## src/rtl/alu_stack_driver_if.sv

```systemverilog
// Command handshake between the instruction decoder (master) and the ALU stack driver (slave).
// A command transfers on any rising clk edge where Cmd_Valid and Cmd_Ready are both high.
interface alu_stack_driver_if;
    logic        Cmd_Valid;
    logic        Cmd_Ready;
    logic [1:0]  Cmd_Kind;
    logic [3:0]  Cmd_Oper;
    logic [15:0] Cmd_Imm;

    modport master (output Cmd_Valid, Cmd_Kind, Cmd_Oper, Cmd_Imm, input Cmd_Ready);
    modport slave  (input Cmd_Valid, Cmd_Kind, Cmd_Oper, Cmd_Imm, output Cmd_Ready);
endinterface

```

## src/rtl/alu_stack_driver.sv

```systemverilog
// Data stack plus ALU issue sequencer: push/pop complete in 1 cycle, ALU ops in 2 (IDLE->EXEC->WB).
// Backpressure: Cmd_Ready is high only in IDLE. Optional macro ALU_DRV_OVF_CHECK_EN flags signed add/sub overflow.
module alu_stack_driver #(
    parameter int DEPTH = 8
) (
    input  logic                       clk,
    input  logic                       reset,
    alu_stack_driver_if.slave          cmd,
    output logic [3:0]                 Oper,
    output logic [15:0]                A,
    output logic [15:0]                B,
    input  logic [15:0]                ALU_Out,
    output logic [15:0]                Top,
    output logic [$clog2(DEPTH+1)-1:0] Depth,
    output logic                       Empty,
    output logic                       Full,
    output logic                       Done,
    output logic [1:0]                 Err_Code,
    output logic                       Err
);
    localparam int DW = $clog2(DEPTH + 1);
    localparam int IW = $clog2(DEPTH);

    typedef enum logic [1:0] {S_IDLE, S_EXEC, S_WB} state_t;

    state_t          state_q, state_d;
    logic [15:0]     stack_q [DEPTH];
    logic [DW-1:0]   depth_q, depth_d;
    logic [3:0]      oper_q, oper_d;
    logic [15:0]     a_q, a_d, b_q, b_d;
    logic            bin_q, bin_d;
    logic            done_q, done_d;
    logic [1:0]      err_code_q, err_code_d;
    logic            err_q, err_d;

    logic            wr_en;
    logic [IW-1:0]   wr_idx;
    logic [15:0]     wr_dat;
    logic [DW-1:0]   dm1, dm2;
    logic [IW-1:0]   top_idx, sec_idx, push_idx;
    logic            accept, is_bin, is_alu, enough, alu_go, ovf;

    assign dm1      = depth_q - DW'(1);
    assign dm2      = depth_q - DW'(2);
    assign top_idx  = dm1[IW-1:0];
    assign sec_idx  = dm2[IW-1:0];
    assign push_idx = depth_q[IW-1:0];

    assign accept = cmd.Cmd_Valid && cmd.Cmd_Ready;
    assign is_bin = (cmd.Cmd_Kind == 2'b01);
    assign is_alu = (cmd.Cmd_Kind == 2'b01) || (cmd.Cmd_Kind == 2'b10);
    assign enough = is_bin ? (depth_q >= DW'(2)) : (depth_q >= DW'(1));
    assign alu_go = accept && is_alu && enough;

`ifdef ALU_DRV_OVF_CHECK_EN
    assign ovf = ((oper_q == 4'b0000) && (a_q[15] == b_q[15]) && (ALU_Out[15] != a_q[15])) ||
                 ((oper_q == 4'b0001) && (a_q[15] != b_q[15]) && (ALU_Out[15] != a_q[15]));
`else
    assign ovf = 1'b0;
`endif

    always_ff @(posedge clk) begin
        if (reset) state_q <= S_IDLE;
        else       state_q <= state_d;
    end

    always_comb begin
        state_d = state_q;
        case (state_q)
            S_IDLE:  if (alu_go) state_d = S_EXEC;
            S_EXEC:  state_d = S_WB;
            S_WB:    state_d = S_IDLE;
            default: state_d = S_IDLE;
        endcase
    end

    always_comb begin
        cmd.Cmd_Ready = (state_q == S_IDLE);
    end

    // The ALU result is captured and written into the stack on the EXEC->WB edge, so the
    // WB cycle (with Done high) already shows the updated Top/Depth, just like a push.
    always_comb begin
        depth_d    = depth_q;
        oper_d     = oper_q;
        a_d        = a_q;
        b_d        = b_q;
        bin_d      = bin_q;
        done_d     = 1'b0;
        err_code_d = err_code_q;
        wr_en      = 1'b0;
        wr_idx     = push_idx;
        wr_dat     = cmd.Cmd_Imm;
        case (state_q)
            S_IDLE: begin
                if (accept) begin
                    case (cmd.Cmd_Kind)
                        2'b00: begin
                            done_d = 1'b1;
                            if (Full) begin
                                err_code_d = 2'd2;
                            end else begin
                                err_code_d = 2'd0;
                                wr_en      = 1'b1;
                                depth_d    = depth_q + DW'(1);
                            end
                        end
                        2'b11: begin
                            done_d = 1'b1;
                            if (Empty) begin
                                err_code_d = 2'd1;
                            end else begin
                                err_code_d = 2'd0;
                                depth_d    = dm1;
                            end
                        end
                        default: begin
                            if (enough) begin
                                oper_d = cmd.Cmd_Oper;
                                a_d    = is_bin ? stack_q[sec_idx] : stack_q[top_idx];
                                b_d    = is_bin ? stack_q[top_idx] : 16'h0000;
                                bin_d  = is_bin;
                            end else begin
                                done_d     = 1'b1;
                                err_code_d = 2'd1;
                            end
                        end
                    endcase
                end
            end
            S_EXEC: begin
                wr_en      = 1'b1;
                wr_idx     = bin_q ? sec_idx : top_idx;
                wr_dat     = ALU_Out;
                depth_d    = bin_q ? dm1 : depth_q;
                done_d     = 1'b1;
                err_code_d = ovf ? 2'd3 : 2'd0;
            end
            default: ;
        endcase
        err_d = err_q | (done_d && (err_code_d != 2'd0));
    end

    always_ff @(posedge clk) begin
        if (reset) begin
            depth_q    <= '0;
            oper_q     <= '0;
            a_q        <= '0;
            b_q        <= '0;
            bin_q      <= 1'b0;
            done_q     <= 1'b0;
            err_code_q <= '0;
            err_q      <= 1'b0;
        end else begin
            depth_q    <= depth_d;
            oper_q     <= oper_d;
            a_q        <= a_d;
            b_q        <= b_d;
            bin_q      <= bin_d;
            done_q     <= done_d;
            err_code_q <= err_code_d;
            err_q      <= err_d;
        end
    end

    always_ff @(posedge clk) begin
        if (wr_en && !reset) stack_q[wr_idx] <= wr_dat;
    end

    assign Oper     = oper_q;
    assign A        = a_q;
    assign B        = b_q;
    assign Depth    = depth_q;
    assign Empty    = (depth_q == '0);
    assign Full     = (depth_q == DW'(DEPTH));
    assign Top      = Empty ? 16'h0000 : stack_q[top_idx];
    assign Done     = done_q;
    assign Err_Code = err_code_q;
    assign Err      = err_q;
endmodule

```

## src/flat_wrapper.sv

```systemverilog
// flat-port wrapper written by rule: the top's interface ports become plain ports
module alu_stack_driver_flat 
#(
    parameter int DEPTH = 8
)
  (clk, reset, Oper, A, B, ALU_Out, Top, Depth, Empty, Full, Done, Err_Code, Err, cmd_Cmd_Valid, cmd_Cmd_Kind, cmd_Cmd_Oper, cmd_Cmd_Imm, cmd_Cmd_Ready);
  alu_stack_driver_if cmd_i ();
  input  logic clk;
  input  logic reset;
  output logic [3:0] Oper;
  output logic [15:0] A;
  output logic [15:0] B;
  input  logic [15:0] ALU_Out;
  output logic [15:0] Top;
  output logic [$clog2(DEPTH+1)-1:0] Depth;
  output logic Empty;
  output logic Full;
  output logic Done;
  output logic [1:0] Err_Code;
  output logic Err;
  input wire logic [$bits(cmd_i.Cmd_Valid)-1:0] cmd_Cmd_Valid;
  input wire logic [$bits(cmd_i.Cmd_Kind)-1:0] cmd_Cmd_Kind;
  input wire logic [$bits(cmd_i.Cmd_Oper)-1:0] cmd_Cmd_Oper;
  input wire logic [$bits(cmd_i.Cmd_Imm)-1:0] cmd_Cmd_Imm;
  output wire logic [$bits(cmd_i.Cmd_Ready)-1:0] cmd_Cmd_Ready;
  assign cmd_i.Cmd_Valid = cmd_Cmd_Valid;
  assign cmd_i.Cmd_Kind = cmd_Cmd_Kind;
  assign cmd_i.Cmd_Oper = cmd_Cmd_Oper;
  assign cmd_i.Cmd_Imm = cmd_Cmd_Imm;
  assign cmd_Cmd_Ready = cmd_i.Cmd_Ready;
  alu_stack_driver #(.DEPTH(DEPTH)) u_core (.clk(clk), .reset(reset), .cmd(cmd_i), .Oper(Oper), .A(A), .B(B), .ALU_Out(ALU_Out), .Top(Top), .Depth(Depth), .Empty(Empty), .Full(Full), .Done(Done), .Err_Code(Err_Code), .Err(Err));
endmodule
```

## config.mk

```make
export PLATFORM = sky130hd
export DESIGN_NAME = alu_stack_driver_flat
export DESIGN_NICKNAME = d
export VERILOG_FILES = /design/src/rtl/alu_stack_driver_if.sv /design/src/rtl/alu_stack_driver.sv /design/src/flat_wrapper.sv
export SDC_FILE = /design/constraint.sdc
export NUM_CORES = 1
export LEC_CHECK = 0
export CORE_MARGIN = 2
export CORE_UTILIZATION = 40
export CTS_BUF_LIST = sky130_fd_sc_hd__clkbuf_8
export CTS_CLUSTER_DIAMETER = 30
export DETAILED_ROUTE_END_ITERATION = 10
export SLEW_MARGIN = 30
export SYNTH_ARGS = -nofsm -noshare
export SYNTH_HDL_FRONTEND = slang
export SYNTH_SLANG_ARGS = --single-unit
```

## constraint.sdc

```tcl
create_clock -name clk -period 3.61 [get_ports clk]
set_clock_uncertainty 0.2 [all_clocks]
set_input_delay 1.083 -clock clk [delete_from_list [all_inputs] [get_ports clk]]
set_output_delay 1.083 -clock clk [all_outputs]
set_load 0.005 [all_outputs]
```

* Word level (Yosys, flattened, before mapping)
Memories as Yosys holds them, arrays and structs flattened.
Cells that the tools add are included.
** Operators by class
- Add/sub/neg operators :: 3
- Order comparisons :: 2
- Equality and inequality tests :: 11
- Muxes and demuxes :: 31
- Bitwise logic cells :: 2
- Reductions and logical operators :: 15
** Operators by type and width (number)
- two-way mux 16 bit :: 4
- two-way mux 4 bit :: 4
- case mux 4 bit (2 select lines) :: 2
- case mux 2 bit (2 select lines) :: 3
- two-way mux 1 bit :: 10
- != test 3 bit, second input constant :: 3
- two-way mux 2 bit :: 4
- two-way mux 3 bit :: 2
- AND reduction 6 bit :: 1
- logical AND 1 bit :: 5
- adder 4 x 1 -> 4 bit, second input constant :: 1
- equality test 2 x 1 -> 1 bit, second input constant :: 2
- equality test 2 bit, second input constant :: 2
- equality test 4 bit, second input constant :: 1
- greater-or-equal comparator 4 x 1 -> 1 bit, second input constant :: 1
- greater-or-equal comparator 4 x 2 -> 1 bit, second input constant :: 1
- logical NOT 2 bit :: 2
- logical NOT 4 bit :: 1
- != test 2 bit, second input constant :: 2
- case mux 1 bit (2 select lines) :: 2
- AND reduction 4 bit :: 1
- nonzero test 2 bit :: 2
- subtractor 4 x 1 -> 4 bit, second input constant :: 1
- subtractor 3 x 2 -> 3 bit, second input constant :: 1
- 6 further kinds :: 6
** Storage, ports and cells
- Register bits :: 47
- Bits in writable memories :: 128
- Output and inout port bits :: 63
- Memories kept :: 1
** Memories
- u_core.stack_q :: words 8, width 16, rd ports 2, clocked after memory_dff 0, write ports 1, RTL line alu_stack_driver.sv:27 : logic [15:0] stack_q [DEPTH];

* Logic depth before layout (Yosys ltp)
- Word-level depth :: 9
- Gate-level depth with buffers :: 13
- Gate-level depth less buffers :: 7

* Worst setup path before layout
No wires, ideal clock.
- Path kind :: reg-to-output
- Start point :: register u_core.depth_q[0], in the netlist u_core.Depth[0]
- End point :: output Top[1]
- Arrival time :: 2377 ps
- Path slack :: -50 ps
- Cell stages (with the launch flop) :: 12
- Buffers on the path :: 5
- Cells stage by stage :: dfxtp_1 -> buf_2 -> clkinv_1 -> clkbuf_1 -> ha_1 -> buf_2 -> buf_4 -> buf_4 -> mux2i_1 -> nand3_1 -> and4_1 -> nor2b_1
** Between the ends
- Cells in the longest elaborated chain, start to end :: 3
** Ends and longest elaborated chain
- start, declared :: RTL line alu_stack_driver.sv:28 : logic [DW-1:0] depth_q, depth_d;
- start signal, assigned :: RTL line alu_stack_driver.sv:155 : depth_q <= depth_d;
- subtractor 4 x 1 -> 4 bit :: RTL line alu_stack_driver.sv:43 : assign dm1 = depth_q - DW'(1);
- memory read (8 x 16 bit)
- two-way mux 16 bit (*) :: RTL line alu_stack_driver.sv:176 : assign Top = Empty ? 16'h0000 : stack_q[top_idx];
- end, declared :: RTL line flat_wrapper.sv:14 : output logic [15:0] Top;
Every way passes the cells marked *; elsewhere a longest branch is shown, timed or not.

* Worst setup path in the final report
- Start point :: register u_core.depth_q[0], in the netlist u_core.Depth[0]
- End point :: output Top[14]
Same word-level chain as after synthesis.

==> metrics.md <==
| Metric | Value |
|---|---|
| Cells after Synth | 691 |
| CTS sink cnt | 175 |
| Core ar. | 21100 µm² |
| Setup Viol. Count Final | 2 |
| Clock share of power | 0.260 |
| Top FF cell, synth | edfxtp_1 |
| # IOs | 104 |
| Critical Path End Type | output pin |
| Die area | 22800 µm² |
| Crit-path cells | clkinv_4 > ha_4 > buf_6 > buf_16 > buf_6 > mux2i_1 > nand3_1 > and4_4 > nor2b_1 > buf_2 |
| Largest net degree at the start of global routing | 74 |
| Die Wd | 151 µm |
| Hold_ws | 0.266 ns |
| Status | finished, violations left |
| Yosys reg bits | 175 |
| Syn-to-layout area delta | 27.2% |
| Routing usage on met3 | 0.0443 |
| Crit path launch type | register |
| Clk Tree Root Cell | clkbuf_8 |
| Slowest Stage Delay on Critical Path | 0.37 ns |
| Met2 Use GR | 0.327 |
| Worst Tran Pin Value | 0.533 ns |
| ANT cells | 0 |
| Syn_area_per_cell | 12.5 µm² |
| Vias in the first global route | 6198 |
| Clock tree buffer depth | 2 |
| # port buffers | 103 |
| Synth warnings | 0 |
| GPL Wtd Cong | 0.857 |
| Layout cell share with drive strength beyond 1 | 0.241 |
| CTS tree | yes |
| Crit path top cell by count | buf_6 |
| Vias per cell | 5.66 |
| Inserted Clock Buffers | 17 |
| Async S/R FF share, synth | 0 |
| Leak | 3.80 nW |
| R2R depth | 7 |
| First-pass GRT wire length | 36000 µm |
| Internal power | 0.00367 W |
| Clock slew at reported path FFs | 0.09 ns |
| H-tree depth | 4 |
| Grt total ovfl | 0 |
| Fillers | 1746 |
| Clock Latency Late Sink | 0.46 ns |
| Cell variety after synth | 51 |
| Row count | 53 |
| Arr. time, crit path | 2.34 ns |
| Die Ht | 151 µm |
| Failing checks | negative setup slack |
| Pre-Repair DR Iteration Count | 6 |
| Via count | 6353 |
| Total nets after synthesis | 742 |
| MaxCap Viol Count | 0 |
| Setup WS post-layout | -0.0129 ns |
| Antenna violations before repair | 0 |
| Crit-path slowest cell | dfxtp_4 |
| DR WL/cell | 20.9 µm |
| Hold buffers post-CTS | 0 |
| CP Class | reg -> out |
| Worst IR Drop VDD | 0.000190 V |
| Busiest grt layer | met2 |
| Commonest non-fill, non-tap cells in the layout | edfxtp_1 (128), clkdlybuf4s50_1 (87), nand2_1 (66) |
| DRT Wirelength | 23500 µm |
| Critical Path Start | u_core.Depth[0]$_SDFFE_PP0P_ |
| HPWL Detailed | 16000 µm |
| Syn Std Cell Area | 8630 µm² |
| Tot GR Track Use | 0.211 |
| Area post-placement | 10100 µm² |
| Reg-to-reg startpoint | u_core.Depth[2]$_SDFFE_PP0P_ |
| P_sw | 0.00153 W |
| Reg power frac | 0.434 |
| CP max FO | 8 |
| Period utilisation layout | 1.00 |
| Period minus WS final | 3.62 ns |
| Setup crit end | Top[14] |
| Initial drt markers | 625 |
| Commonest non-fill, non-tap cell in the layout | edfxtp_1 |
| Final instance area | 11000 µm² |
| RSZ-0062 raised after global routing | true |
| Remaining DRCs | 0 |
| Max Slew Vio Count | 0 |
| Register area share after synthesis | 0.554 |
| Max Clk Rate | 276 MHz |
| Worst Hold Class | reg -> reg |
| Number of synthesized flops with an enable pin | 128 |
| Comb pwr share | 0.306 |
| Switching Fraction | 0.294 |
| Final Hold Fails | 0 |
| Slew HR | 0.645 |
| Final nets | 886 |
| GR Util met1 | 0.294 |
| R2R Path End | u_core.A[7]$_SDFFE_PP0P_ |
| CP required | 2.33 ns |
| Routed Antenna Nets | 0 |
| Initial core utilization | 0.409 |
| Cell area power density | 474 nW/µm² |
| Reg2Reg Setup Slack | 0.74 ns |
-- through the flow --
stage	setup TNS (ns)	cells	setup WS (ns)	total power (W)	utilization
after floorplan	0	691	0.0725	0.00309	-
after global placement	0	1056	0.00458	0.00355	0.481
after detailed placement	0	1056	0.00822	0.00358	0.481
after CTS	-0.0893	1122	-0.0630	0.00521	0.519
after global routing	-0.698	1123	-0.0999	0.00543	0.521
final	-0.0133	1123	-0.0129	0.00520	0.521
-- worst max-delay path, delay by kind of cell (launching register included) --
family	cells	cell delay [ns]
simple gates	3	0.41
fa+ha+maj	1	0.34
buf+inv	5	0.57
flops	1	0.37
mux	1	0.18
-- cells in the mapped netlist (16+ instances only) --
cell	count	area share
a22oi_1	19	0.017
nand3_1	64	0.037
and4_1	17	0.017
mux4_2	32	0.084
nor2b_1	18	0.013
nand2_1	66	0.029
dfxtp_1	47	0.11
mux2i_1	64	0.074
nor2_1	56	0.024
edfxtp_1	128	0.45
o22ai_1	16	0.012
clkbuf_1	25	0.011
nand3b_1	17	0.015
-- routing by layer --
metal  share of wire  up-vias
met5               0        -
met3           0.074       38
met2            0.45      299
met1            0.45     3120
met4           0.025        0
li1                -     2896
-- final cells by class --
type,count,area [µm²],area share
repair buffers,181,1770,0.162
flip-flops and latches,175,4790,0.436
inverters,12,50.0,0.00456
multi-input cells,448,3620,0.330
clock buffers,17,234,0.0213
well taps,275,344,0.0313
clock inverters,15,160,0.0146
-- logic make-up (layout without fill, tap and decap cells) --
group / after synthesis / after routing / share of synthesized area
AOI/OAI and AO/OA: 78 / 78 / 0.0721
xor gates and xnor gates: 6 / 6 / 0.00609
adders and majority gates: 10 / 10 / 0.0145
buffers and inverters: 68 / 225 / 0.0405
DFF: 175 / 175 / 0.554
muxes: 97 / 97 / 0.159
and+or+nand+nor: 257 / 257 / 0.153
-- power by group through the flow --
stage	Sequential [W]	Combinational, W	Clock [W]
floorplan	0.00229	0.000798	0
global placement	0.00230	0.00125	0
detailed placement	0.00230	0.00128	0
CTS	0.00225	0.00157	0.00138
global route	0.00226	0.00170	0.00147
finish	0.00225	0.00159	0.00135
-- sequential cells by signal, summed over array words and instances, names as in the netlist --
register	flops
u_core.stack_q	128
u_core.A	16
u_core.B	16
u_core.Depth	4
u_core.Oper	4
u_core.Err_Code	2
u_core.state_q	2
u_core.Done	1
u_core.Err	1
u_core.bin_q	1
-- repair_timing --
action,CTS,global route
setup buffers,30,2
pin swaps,20,19
endpoints found under the setup margin,16,17
gates resized for setup,98,18
cloned,5,0
-- worst min path at each step --
stage	cells after the start	slack [ns]	startpoint	endpoint
3_5_place_dp	2	0.25	u_core.Oper[0]$_SDFFE_PP0P_	u_core.Oper[0]$_SDFFE_PP0P_
4_1_cts	2	0.27	u_core.Oper[0]$_SDFFE_PP0P_	u_core.Oper[0]$_SDFFE_PP0P_
2_1_floorplan	2	0.25	u_core.Oper[0]$_SDFFE_PP0P_	u_core.Oper[0]$_SDFFE_PP0P_
3_3_place_gp	2	0.24	u_core.Oper[0]$_SDFFE_PP0P_	u_core.Oper[0]$_SDFFE_PP0P_
6_report	2	0.27	u_core.Oper[3]$_SDFFE_PP0P_	u_core.Oper[3]$_SDFFE_PP0P_
5_1_grt	2	0.30	u_core.Oper[2]$_SDFFE_PP0P_	u_core.Oper[2]$_SDFFE_PP0P_
Note: power is estimated with default switching activity, not from simulation.
